[src/rtl/sram_ctrl.sv]
// Request/acknowledge front end for a bank of asynchronous SRAM chips.
// Generates registered CE/OE/WE/byte-lane strobes with programmable wait states and read turnaround.
module sram_ctrl #(
  parameter int ADDR_W  = 18,
  parameter int DATA_W  = 16,
  parameter int BANKS   = 2,
  parameter int BANK_W  = 1,
  parameter int WAIT_RD = 2,
  parameter int WAIT_WR = 2,
  parameter int TURN    = 1
) (
  input  logic                     clk,
  input  logic                     reset,
  input  logic                     req,
  input  logic                     we,
  input  logic [BANK_W+ADDR_W-1:0] addr,
  input  logic [DATA_W-1:0]        wdata,
  input  logic [DATA_W/8-1:0]      be,
  output logic                     busy,
  output logic                     ack,
  output logic [DATA_W-1:0]        rdata,
  output logic [ADDR_W-1:0]        ram_a,
  output logic [BANKS-1:0]         ram_ce_n,
  output logic [DATA_W/8-1:0]      ram_be_n,
  output logic                     ram_oe_n,
  output logic                     ram_we_n,
  output logic [DATA_W-1:0]        ram_io_out,
  output logic                     ram_io_oe,
  input  logic [DATA_W-1:0]        ram_io_in
);

  localparam int LANES    = DATA_W / 8;
  localparam int WAIT_MAX = (WAIT_RD > WAIT_WR) ? WAIT_RD : WAIT_WR;
  localparam int CNT_MAX  = (WAIT_MAX > TURN) ? WAIT_MAX : TURN;
  localparam int CNT_W    = (CNT_MAX < 2) ? 1 : $clog2(CNT_MAX + 1);

  typedef enum logic [2:0] {
    S_IDLE, S_SETUP, S_RD, S_WR, S_HOLD, S_DONE, S_TURN
  } state_t;

  state_t           state;
  logic [CNT_W-1:0] cnt;
  logic             is_wr;

  // An out-of-range bank index matches no chip, so every CE stays high.
  function automatic logic [BANKS-1:0] bank_ce_n(input logic [BANK_W-1:0] bank);
    logic [BANKS-1:0] ce;
    for (int i = 0; i < BANKS; i++) begin
      ce[i] = (bank != BANK_W'(i));
    end
    return ce;
  endfunction

  function automatic logic [DATA_W-1:0] lane_mask(input logic [LANES-1:0] lanes);
    logic [DATA_W-1:0] m;
    for (int k = 0; k < LANES; k++) begin
      m[8*k +: 8] = {8{lanes[k]}};
    end
    return m;
  endfunction

  always_ff @(posedge clk or posedge reset) begin
    if (reset) begin
      state      <= S_IDLE;
      cnt        <= '0;
      is_wr      <= 1'b0;
      busy       <= 1'b0;
      ack        <= 1'b0;
      rdata      <= '0;
      ram_a      <= '0;
      ram_ce_n   <= '1;
      ram_be_n   <= '1;
      ram_oe_n   <= 1'b1;
      ram_we_n   <= 1'b1;
      ram_io_out <= '0;
      ram_io_oe  <= 1'b0;
    end else begin
      ack <= 1'b0;
      case (state)
        S_IDLE: begin
          if (req) begin
            state      <= S_SETUP;
            busy       <= 1'b1;
            is_wr      <= we;
            ram_a      <= addr[ADDR_W-1:0];
            ram_ce_n   <= bank_ce_n(addr[ADDR_W +: BANK_W]);
            ram_be_n   <= ~be;
            ram_io_out <= we ? wdata : '0;
            ram_io_oe  <= we;
          end
        end
        S_SETUP: begin
          if (is_wr) begin
            state    <= S_WR;
            ram_we_n <= 1'b0;
            cnt      <= CNT_W'(WAIT_WR - 1);
          end else begin
            state    <= S_RD;
            ram_oe_n <= 1'b0;
            cnt      <= CNT_W'(WAIT_RD - 1);
          end
        end
        S_RD: begin
          if (cnt == '0) begin
            // Strobes are still valid here, so they qualify the captured lanes and bank.
            rdata    <= ram_io_in & lane_mask(~ram_be_n) & {DATA_W{~&ram_ce_n}};
            state    <= S_DONE;
            ack      <= 1'b1;
            ram_oe_n <= 1'b1;
            ram_ce_n <= '1;
            ram_be_n <= '1;
          end else begin
            cnt <= cnt - CNT_W'(1);
          end
        end
        S_WR: begin
          if (cnt == '0) begin
            state    <= S_HOLD;
            ram_we_n <= 1'b1;
          end else begin
            cnt <= cnt - CNT_W'(1);
          end
        end
        S_HOLD: begin
          state     <= S_DONE;
          ack       <= 1'b1;
          ram_ce_n  <= '1;
          ram_be_n  <= '1;
          ram_io_oe <= 1'b0;
        end
        S_DONE: begin
          if (!is_wr && TURN > 0) begin
            state <= S_TURN;
            cnt   <= CNT_W'((TURN > 0) ? TURN - 1 : 0);
          end else begin
            state <= S_IDLE;
            busy  <= 1'b0;
          end
        end
        S_TURN: begin
          if (cnt == '0) begin
            state <= S_IDLE;
            busy  <= 1'b0;
          end else begin
            cnt <= cnt - CNT_W'(1);
          end
        end
        default: begin
          state <= S_IDLE;
          busy  <= 1'b0;
        end
      endcase
    end
  end

endmodule

[config.mk]
export PLATFORM = sky130hd
export DESIGN_NAME = sram_ctrl
export DESIGN_NICKNAME = d
export VERILOG_FILES = /design/src/rtl/sram_ctrl.sv
export SDC_FILE = /design/constraint.sdc
export NUM_CORES = 1
export LEC_CHECK = 0
export BUFFER_PORTS_ARGS = -buffer_cell sky130_fd_sc_hd__buf_2
export CAP_MARGIN = 0
export CORE_MARGIN = 2
export CORE_UTILIZATION = 51
export DETAILED_ROUTE_END_ITERATION = 10
export MAX_ROUTING_LAYER = met4
export PLACE_DENSITY = 0.85
export SETUP_SLACK_MARGIN = 0.2
export SLEW_MARGIN = 30
export SYNTH_ARGS = -nofsm -noshare
export SYNTH_HDL_FRONTEND = slang
export SYNTH_SLANG_ARGS = --single-unit
[constraint.sdc]
create_clock -name clk -period 4.3 [get_ports clk]
set_input_delay 0.86 -clock clk [delete_from_list [all_inputs] [get_ports clk]]
set_output_delay 0.86 -clock clk [all_outputs]
set_load 0.01 [all_outputs]
==> flow_results.org, run 1 <==
** Clocking
- Clock-pin slew on the worst setup and hold paths :: 0.07 ns
- Inserted Clock Buffers :: 9
- TritonCTS built the clock tree.
- CTS Root Buffer Type :: clkbuf_8
- Post-CTS Resized :: 0
- CTS max path bufs :: 2
- In this run the post-CTS setup repair buffer count came out at 0.
- Cts hold-fix bufs :: 0
- At the later pin of the worst-skew pair, clock insertion delay measures 0.33 ns.
- CTS built an H-tree with a depth of 3.
- Number of clock sinks :: 65

** Global route
- Global-route wire length before repair :: 10740 µm
- Global routing consumed, over all layers together, 23.37% of the routing resources.
- Residual overflow from global routing :: 0
- The number of global-route vias before repair came to 2397.
- Pin count of the biggest net entering global routing :: 38
- Number of antenna violations at the first check in global routing :: 0

** Power and ir drop
- Leakage :: 2.003 nW
- Power spread over the standard cell area amounts to 736.4 mW/mm².
- Maximum resistive drop on vdd :: 0.3599 mV

** STA
- After routing, the total negative slack on setup checks comes to 0 ns.
- At the pin with the least slew margin, the transition time is 0.8233 ns.
- Achievable Freq :: 0.4426 GHz
- Number of failing setup endpoints in the final timing report :: 0
- Setup skew after layout :: 0.006322 ns
- Tmin final :: 2.259 ns
- In this run the tightest slew margin relative to its limit is 44.88%.
- The worst path uses 52.54% of the clock period.
- The total count of hold-check failures in the final report came to 0.
- RSZ-0062 raised after global routing :: no
- The final max-slew violation count came to 0.

** Cells and area
- In the final layout, the share of cells above drive strength 1 is 36.97%.
- Total area of multi-input combinational cells :: 957.2 µm²
- The repair_antennas step left the layout with diodes totalling 0.
- Number of nets at the end of the flow :: 456
- Post-route core utilization :: 68.99%
- Number of inserted filler cells in the final layout :: 439
- The area growth from synthesis to layout is 30.13%.
- In the final layout, flip-flops and latches occupy 0.001634 mm².

** Logic synthesis
- Yosys warning total :: 0
- Counting flops and latches in the post-synthesis netlist gives 65.
- Count of flip-flops with a built-in enable after synthesis :: 0
- Among all flip-flop cells after synthesis, the most frequent one is dfrtp_1.
- Counting flops with an async set or reset pin after synthesis yields a share of 100.0%.
- Mapped cell area :: 0.002708 mm²
- When the netlist entered floorplanning its net count stood at 346.
- Mean area per synthesized cell :: 9.401 µm²
- The synthesized netlist contains 32 unique library cells.
- Cells after Synth :: 288
- Sequential elements use 60.35% of the synthesized area.

** Worst setup path
- At the worst endpoint, the arrival time is 2.53 ns.
- Endpoint required time on the critical path :: 4.57 ns
- Crit start category :: flip-flop
- Critical path type :: flip-flop to flip-flop
- Grouping stages by cell kind, the critical path spends the most delay in flip-flops.
- The signal on the critical path passes through nand4bb_1 > o31ai_1 > o22a_1.
- Along the worst path, the maximum fanout reaches 20.
- Cell with the largest stage delay on the worst path :: dfrtp_1
- On the worst path, the slowest cell contributes a delay of 0.74 ns.
- Counting both buffers and inverters, the worst setup path holds a total of 0.
- Worst Setup End Kind :: flip-flop

** Detailed routing
- In this run, the number of DRC markers left after iteration 0 of detailed routing was 60.
- Total wirelength of the detailed-routed design :: 6252 µm
- Drt wl/cell :: 13.22 µm
- The first detailed-routing pass took 4 iterations.
- Number of DRC violations after detailed routing :: 0
- ANT nets after route :: 0
- The routed layout has 2393 vias.
- After detailed routing, the number of vias per cell comes to 5.059.

** Placement
- Half-perimeter wire length after detailed placement :: 4342 µm
- Port buffering added 115 buffers.
- Final weighted congestion of routability-driven global placement :: 0.7781

** Worst hold path
- Hold crit path type :: flip-flop to flip-flop

** Floorplan
- Site Rows :: 26
- Initial Util :: 53.01%
- Num ports :: 116
- Die Ht :: 76.86 µm
- The total area inside the core boundary comes to 0.005107 mm².
- The floorplan step set the die width to 76.86 µm.
- Area enclosed by the die boundary :: 0.005907 mm²

** Outcome
- The run finished with clean final reports.

** Job
- Across the run, the number of max-cap violations was 0.
[area by class of cell]
cell class | count | share of cell area [%]
Timing Repair Buffer | 117 | 16.76
Inverter | 3 | 0.3196
Multi-Input combinational cell | 202 | 27.17
Sequential cell | 65 | 46.38
Clock inverter | 7 | 3.374
Clock buffer | 9 | 3.516
Tap cell | 70 | 2.486
[Yosys cell counts (2+ instances only)]
| cell type | count | area share, % |
|---|---|---|
| buf_2 | 6 | 1.1 |
| nand3b_1 | 2 | 0.55 |
| inv_1 | 3 | 0.42 |
| o31ai_1 | 2 | 0.55 |
| dfrtp_1 | 59 | 55 |
| nor2_1 | 8 | 1.1 |
| nand2_1 | 124 | 17 |
| dfstp_2 | 6 | 5.8 |
| o21ai_0 | 5 | 0.92 |
| buf_6 | 5 | 2.1 |
| a2bb2oi_1 | 3 | 0.97 |
| a21oi_1 | 7 | 1.3 |
| or2_2 | 2 | 0.46 |
| nand3_1 | 32 | 5.9 |
| nor2b_1 | 2 | 0.46 |
| clkbuf_1 | 6 | 0.83 |
[stage by stage]
step | hold WS, ns | cell area, µm² | setup WS [ns] | cells | power, W
final | 0.4684 | 3523 | 2.041 | 473 | 0.002595
after CTS | 0.4701 | 3523 | 2.056 | 473 | 0.002616
after global routing | 0.4928 | 3523 | 1.818 | 473 | 0.002786
after global placement | 0.4441 | 3281 | 2.033 | 457 | 0.001949
after detailed placement | 0.4517 | 3281 | 1.999 | 457 | 0.001992
after floorplan | 0.4976 | 2708 | 1.823 | 288 | 0.001645
[cell usage in the layout (no fill, tap or decap)]
| master | synthesis | routed |
|---|---|---|
| nand2_1 | 124 | 124 |
| buf_2 | 6 | 115 |
| dfrtp_1 | 59 | 59 |
| nand3_1 | 32 | 32 |
| clkbuf_8 | 0 | 9 |
| nor2_1 | 8 | 8 |
| a21oi_1 | 7 | 7 |
| dfstp_2 | 6 | 6 |
| o21ai_0 | 5 | 5 |
| a2bb2oi_1 | 3 | 3 |
| bufinv_16 | 0 | 3 |
| o31ai_1 | 2 | 2 |
| inv_1 | 3 | 2 |
| nor2b_1 | 2 | 2 |
| or2_2 | 2 | 2 |
| nand3b_1 | 2 | 2 |
| clkinvlp_4 | 0 | 2 |
| buf_4 | 0 | 2 |
| or4b_4 | 1 | 1 |
| nor4b_4 | 0 | 1 |
| nand4bb_1 | 1 | 1 |
| and4bb_2 | 1 | 1 |
| o22a_1 | 1 | 1 |
| o221a_2 | 1 | 1 |
| nand4b_1 | 1 | 1 |
| a21boi_0 | 1 | 1 |
| mux2_2 | 1 | 1 |
| inv_2 | 0 | 1 |
| a31oi_1 | 1 | 1 |
| o32ai_1 | 1 | 1 |
| nor3_1 | 1 | 1 |
| o21ba_2 | 1 | 1 |
| a31o_2 | 1 | 1 |
| ha_1 | 1 | 1 |
| clkinv_2 | 0 | 1 |
| clkinv_4 | 0 | 1 |
[power breakdown]
| part | switching, W | total, W | internal (W) |
|---|---|---|---|
| Combinational | 0.000505 | 0.000885 | 0.000379 |
| Clock | 0.000236 | 0.000620 | 0.000385 |
| Sequential | 0.000204 | 0.00109 | 0.000886 |
| Total | 0.000945 | 0.00259 | 0.00165 |
[state kept, by name, summed over array words and instances (netlist names)]
name / flops
ack: 1
busy: 1
cnt: 2
is_wr: 1
ram_a: 18
ram_be_n: 2
ram_ce_n: 2
ram_io_oe: 1
ram_io_out: 16
ram_oe_n: 1
ram_we_n: 1
rdata: 16
state: 3
[layer usage]
layer  GRT usage, %  part of all wire (%)  vias up
li1               -                     -     1161
met1          29.07                    44     1144
met2          38.33                    49       78
met3          3.412                   5.0       10
met4          10.18                   2.1        0
met5              -                     0        -
[worst reg2reg max path, cell delays in order, from the launching register on]
cell and delay, ns:
dfrtp_1 0.74, nand4bb_1 0.73, o31ai_1 0.49, o22a_1 0.25
[final timing paths]
path | from | end | slack (ns) | cells after the start
max | state[1]$_DFFE_PP0P_ | ram_ce_n[0]$_DFFE_PP1P_ | 2.04 | 3
min | rdata[0]$_DFFE_PP0P_ | rdata[0]$_DFFE_PP0P_ | 0.47 | 2
max reg2reg | state[1]$_DFFE_PP0P_ | ram_ce_n[0]$_DFFE_PP1P_ | 2.04 | 3
min reg2reg | rdata[0]$_DFFE_PP0P_ | rdata[0]$_DFFE_PP0P_ | 0.47 | 2
max in group asynchronous | reset | ram_be_n[1]$_DFFE_PP1P_ | 2.79 | 3
min in group asynchronous | reset | ram_a[9]$_DFFE_PP0P_ | 0.60 | 2
[kinds of logic after synthesis]
logic type,synth area share (%)
adder cells (fa/ha/maj),0.4620
AO/OA/AOI/OAI,6.008
flip-flops,60.35
AND/OR/NAND/NOR,28.14
multiplexers,0.4159
buffers and inverters,4.621
Power figures use the tool's default switching activity.
==> run 2, diff against run 1 <==
--- a/config.mk
+++ b/config.mk
@@ -8,10 +8,10 @@
 export BUFFER_PORTS_ARGS = -buffer_cell sky130_fd_sc_hd__buf_2
 export CAP_MARGIN = 0
 export CORE_MARGIN = 2
-export CORE_UTILIZATION = 51
+export CORE_UTILIZATION = 47
 export DETAILED_ROUTE_END_ITERATION = 10
 export MAX_ROUTING_LAYER = met4
-export PLACE_DENSITY = 0.85
+export PLACE_DENSITY = 0.79
 export SETUP_SLACK_MARGIN = 0.2
 export SLEW_MARGIN = 30
 export SYNTH_ARGS = -nofsm -noshare
==> constraint.sdc (replaced) <==
create_clock -name clk -period 2.2 [get_ports clk]
set_input_delay 0.44 -clock clk [delete_from_list [all_inputs] [get_ports clk]]
set_output_delay 0.44 -clock clk [all_outputs]
set_load 0.01 [all_outputs]
==> run 2 against run 1 <==
Against the previous run:
- worst setup slack worse by 1.4 ns
- largest power group unchanged
- clock skew is 0.0017 ns higher
- combinational power is 110% higher
- clock-buffer cell count is 5 higher
- cell area is 1.0% higher
==> flow_results.org, run 2 (synthesis gave the netlist of run 1 again) <==
** Floorplan
- In this run the standard cell core region covers 0.005540 mm².
- Initial Util :: 48.87%
- Num ports :: 116
- DIE WIDTH :: 79.90 µm
- In this run the core area contains 27 standard-cell rows.
- The die is 79.90 µm tall.
- The floorplan step defined a die boundary enclosing 0.006384 mm².

** Worst setup path
- The most numerous cell type found on the critical path is buf_4.
- Delay of the slowest critical-path stage :: 0.46 ns
- Measured in cells, the most critical reg-to-reg path has a length of 5.
- The worst register-to-register path ends at ram_io_out[11]$_DFFE_PP0P_.
- Crit start category :: flip-flop
- Setup slack on the worst reg-to-reg path comes out at 0.62 ns.
- Maximum net fanout on the critical path :: 28
- Worst Setup End Kind :: flip-flop
- For the worst setup path, the data arrival time is 1.84 ns.
- Cell with the largest stage delay on the worst path :: dfrtp_1
- Endpoint required time on the critical path :: 2.46 ns
- In this run the critical register-to-register path is launched from state[1]$_DFFE_PP0P_.
- The setup path with the least slack is of type flip-flop to flip-flop.
- Walking the worst path, the cells encountered are buf_4 > nor4b_4 > buf_4 > nand3_1 > nand2_1.

** Global route
- Pin count of the biggest net entering global routing :: 39
- The first global-routing pass estimated 9998 µm of wire.
- Vias in the first global route :: 2300
- Global routing consumed, over all layers together, 20.76% of the routing resources.
- Residual overflow from global routing :: 0
- The number of antenna violations at the first check in global routing was 0.

** STA
- The worst pin sits at a relative slew slack of 54.17%.
- The total count of hold-check failures in the final report was 0.
- After routing, the total negative slack on setup checks comes to 0 ns.
- Number of failing setup endpoints in the final timing report :: 0
- Setup skew after layout :: 0.008026 ns
- The worst path uses 71.85% of the clock period.
- Slew at the pin closest to its max-slew limit :: 0.6816 ns
- RSZ-0062 raised after global routing :: no
- Based on the critical path, the design can be clocked at up to 0.6327 GHz.
- Tmin final :: 1.581 ns
- Slew Viols, Final :: 0

** Clocking
- Deepest level of the CTS H-tree :: 3
- Clock latency of the later-clocked register in the worst-skew pair :: 0.33 ns
- In this run the post-CTS setup repair buffer count came out at 0.
- The number of hold buffers added after CTS was 0.
- The cell sitting at the root of the clock tree is a clkbuf_8.
- No sink is reached through more buffers than the 2 on the longest clock path.
- The clock drives 65 sinks.
- CTS tree :: yes
- Clock-pin slew was measured on the worst setup and hold paths at 0.07 ns.
- TritonCTS created 9 clock buffers.
- In this run, post-CTS repair resized a total of 0 instances.

** Outcome
- The run finished with clean final reports.

** Cells and area
- The area growth from synthesis to layout is 31.47%.
- Leading cell types in the layout, fill and taps excluded :: nand2_1, buf_2, dfrtp_1, nand3_1, clkbuf_8
- Cells with a size suffix above 1 make up 37.01% of the layout.
- The filler cells instantiated in the layout total 476.
- The largest registers in the layout are ram_a x18, ram_io_out x16, rdata x16.
- Ant. Diodes :: 0
- Max reg flops :: 18
- Most flop-heavy register :: ram_a
- Most common library cell in the layout ignoring fill and taps :: nand2_1
- In the final design database the tool counted 461 nets.

** Detailed routing
- TritonRoute pass-1 iters :: 4
- ANT nets after route :: 0
- Iteration-0 DRC count of the detailed router :: 72
- Number of DRC violations after detailed routing :: 0
- The routed design has 6317 µm of wire.
- Count of vias placed by the detailed router :: 2405
- After detailed routing, the average wire length per cell comes to 13.16 µm.
- Via-to-Cell Ratio :: 5.010

** Worst hold path
- The path class of the tightest hold or removal check is input pin to async pin.

** Placement
- At the end of routability-driven placement, the weighted congestion stood at 0.8508.
- After legalization and detailed placement, the total HPWL measured 4458 µm.
- Port Buffer Count :: 115

** Power and ir drop
- IR analysis of the VDD net gives a maximum drop of 0.6674 mV.
- Power, Total :: 0.005051 W
- Power spread over the standard cell area amounts to 1419 mW/mm².
- For this design the static power due to leakage is 2.023 nW.

** Job
- Max-cap violations in this run came to 0.
==> run 2: final cells by class <==
cell class	instances	area (µm²)	share of cell area, %
timing repair buffer	122	640.6	18.00
clock inverter	2	60.06	1.687
tap	72	90.09	2.531
sequential	65	1634	45.91
inverter	3	15.01	0.4218
clock buffer	14	162.7	4.569
multi-input combinational	202	957.2	26.89
==> run 2: critical path, delay by kind of cell (launching register included) <==
kind	cells	cell delay [ns]
flops	1	0.46
buf+inv	2	0.57
simple gates	3	0.48
==> run 2: worst max-delay path by stage <==
stage / startpoint / endpoint / slack [ns] / cells past startpoint
3_3_place_gp: req / ram_ce_n[0]$_DFFE_PP1P_ / 0.59 / 3
5_1_grt: cnt[0]$_DFFE_PP0P_ / rdata[6]$_DFFE_PP0P_ / 0.51 / 5
2_1_floorplan: cnt[0]$_DFFE_PP0P_ / rdata[10]$_DFFE_PP0P_ / 0.74 / 7
3_5_place_dp: req / ram_ce_n[0]$_DFFE_PP1P_ / 0.57 / 3
4_1_cts: cnt[0]$_DFFE_PP0P_ / rdata[4]$_DFFE_PP0P_ / 0.62 / 5
6_report: state[1]$_DFFE_PP0P_ / ram_io_out[11]$_DFFE_PP0P_ / 0.62 / 5
==> run 2: layer usage <==
metal / vias to the layer above / wire length (µm) / global-route usage (%)
met5: - / 0 / -
met4: 0 / 84 / 9.322
met3: 9 / 347 / 3.846
met1: 1135 / 2786 / 24.36
met2: 94 / 3099 / 34.83
li1: 1167 / - / -
==> run 2: power by group <==
| group | switching [W] | internal, W |
|---|---|---|
| logic | 0.00111 | 0.000791 |
| registers | 0.000298 | 0.00173 |
| clock network | 0.000413 | 0.000702 |
| total | 0.00182 | 0.00323 |
==> run 2: per-stage QoR <==
| stage | setup WS, ns | hold slack, ns | cells | util [%] | instance area (µm²) |
|---|---|---|---|---|---|
| after floorplan | 0.7408 | 0.4904 | 288 | - | 2711 |
| after detailed placement | 0.5726 | 0.4542 | 464 | 60.23 | 3337 |
| final | 0.6194 | 0.1783 | 480 | 64.25 | 3560 |
| after global placement | 0.5935 | 0.4453 | 464 | 60.23 | 3337 |
| after global routing | 0.5147 | 0.2152 | 480 | 64.25 | 3560 |
| after CTS | 0.6209 | 0.1885 | 480 | 64.25 | 3560 |
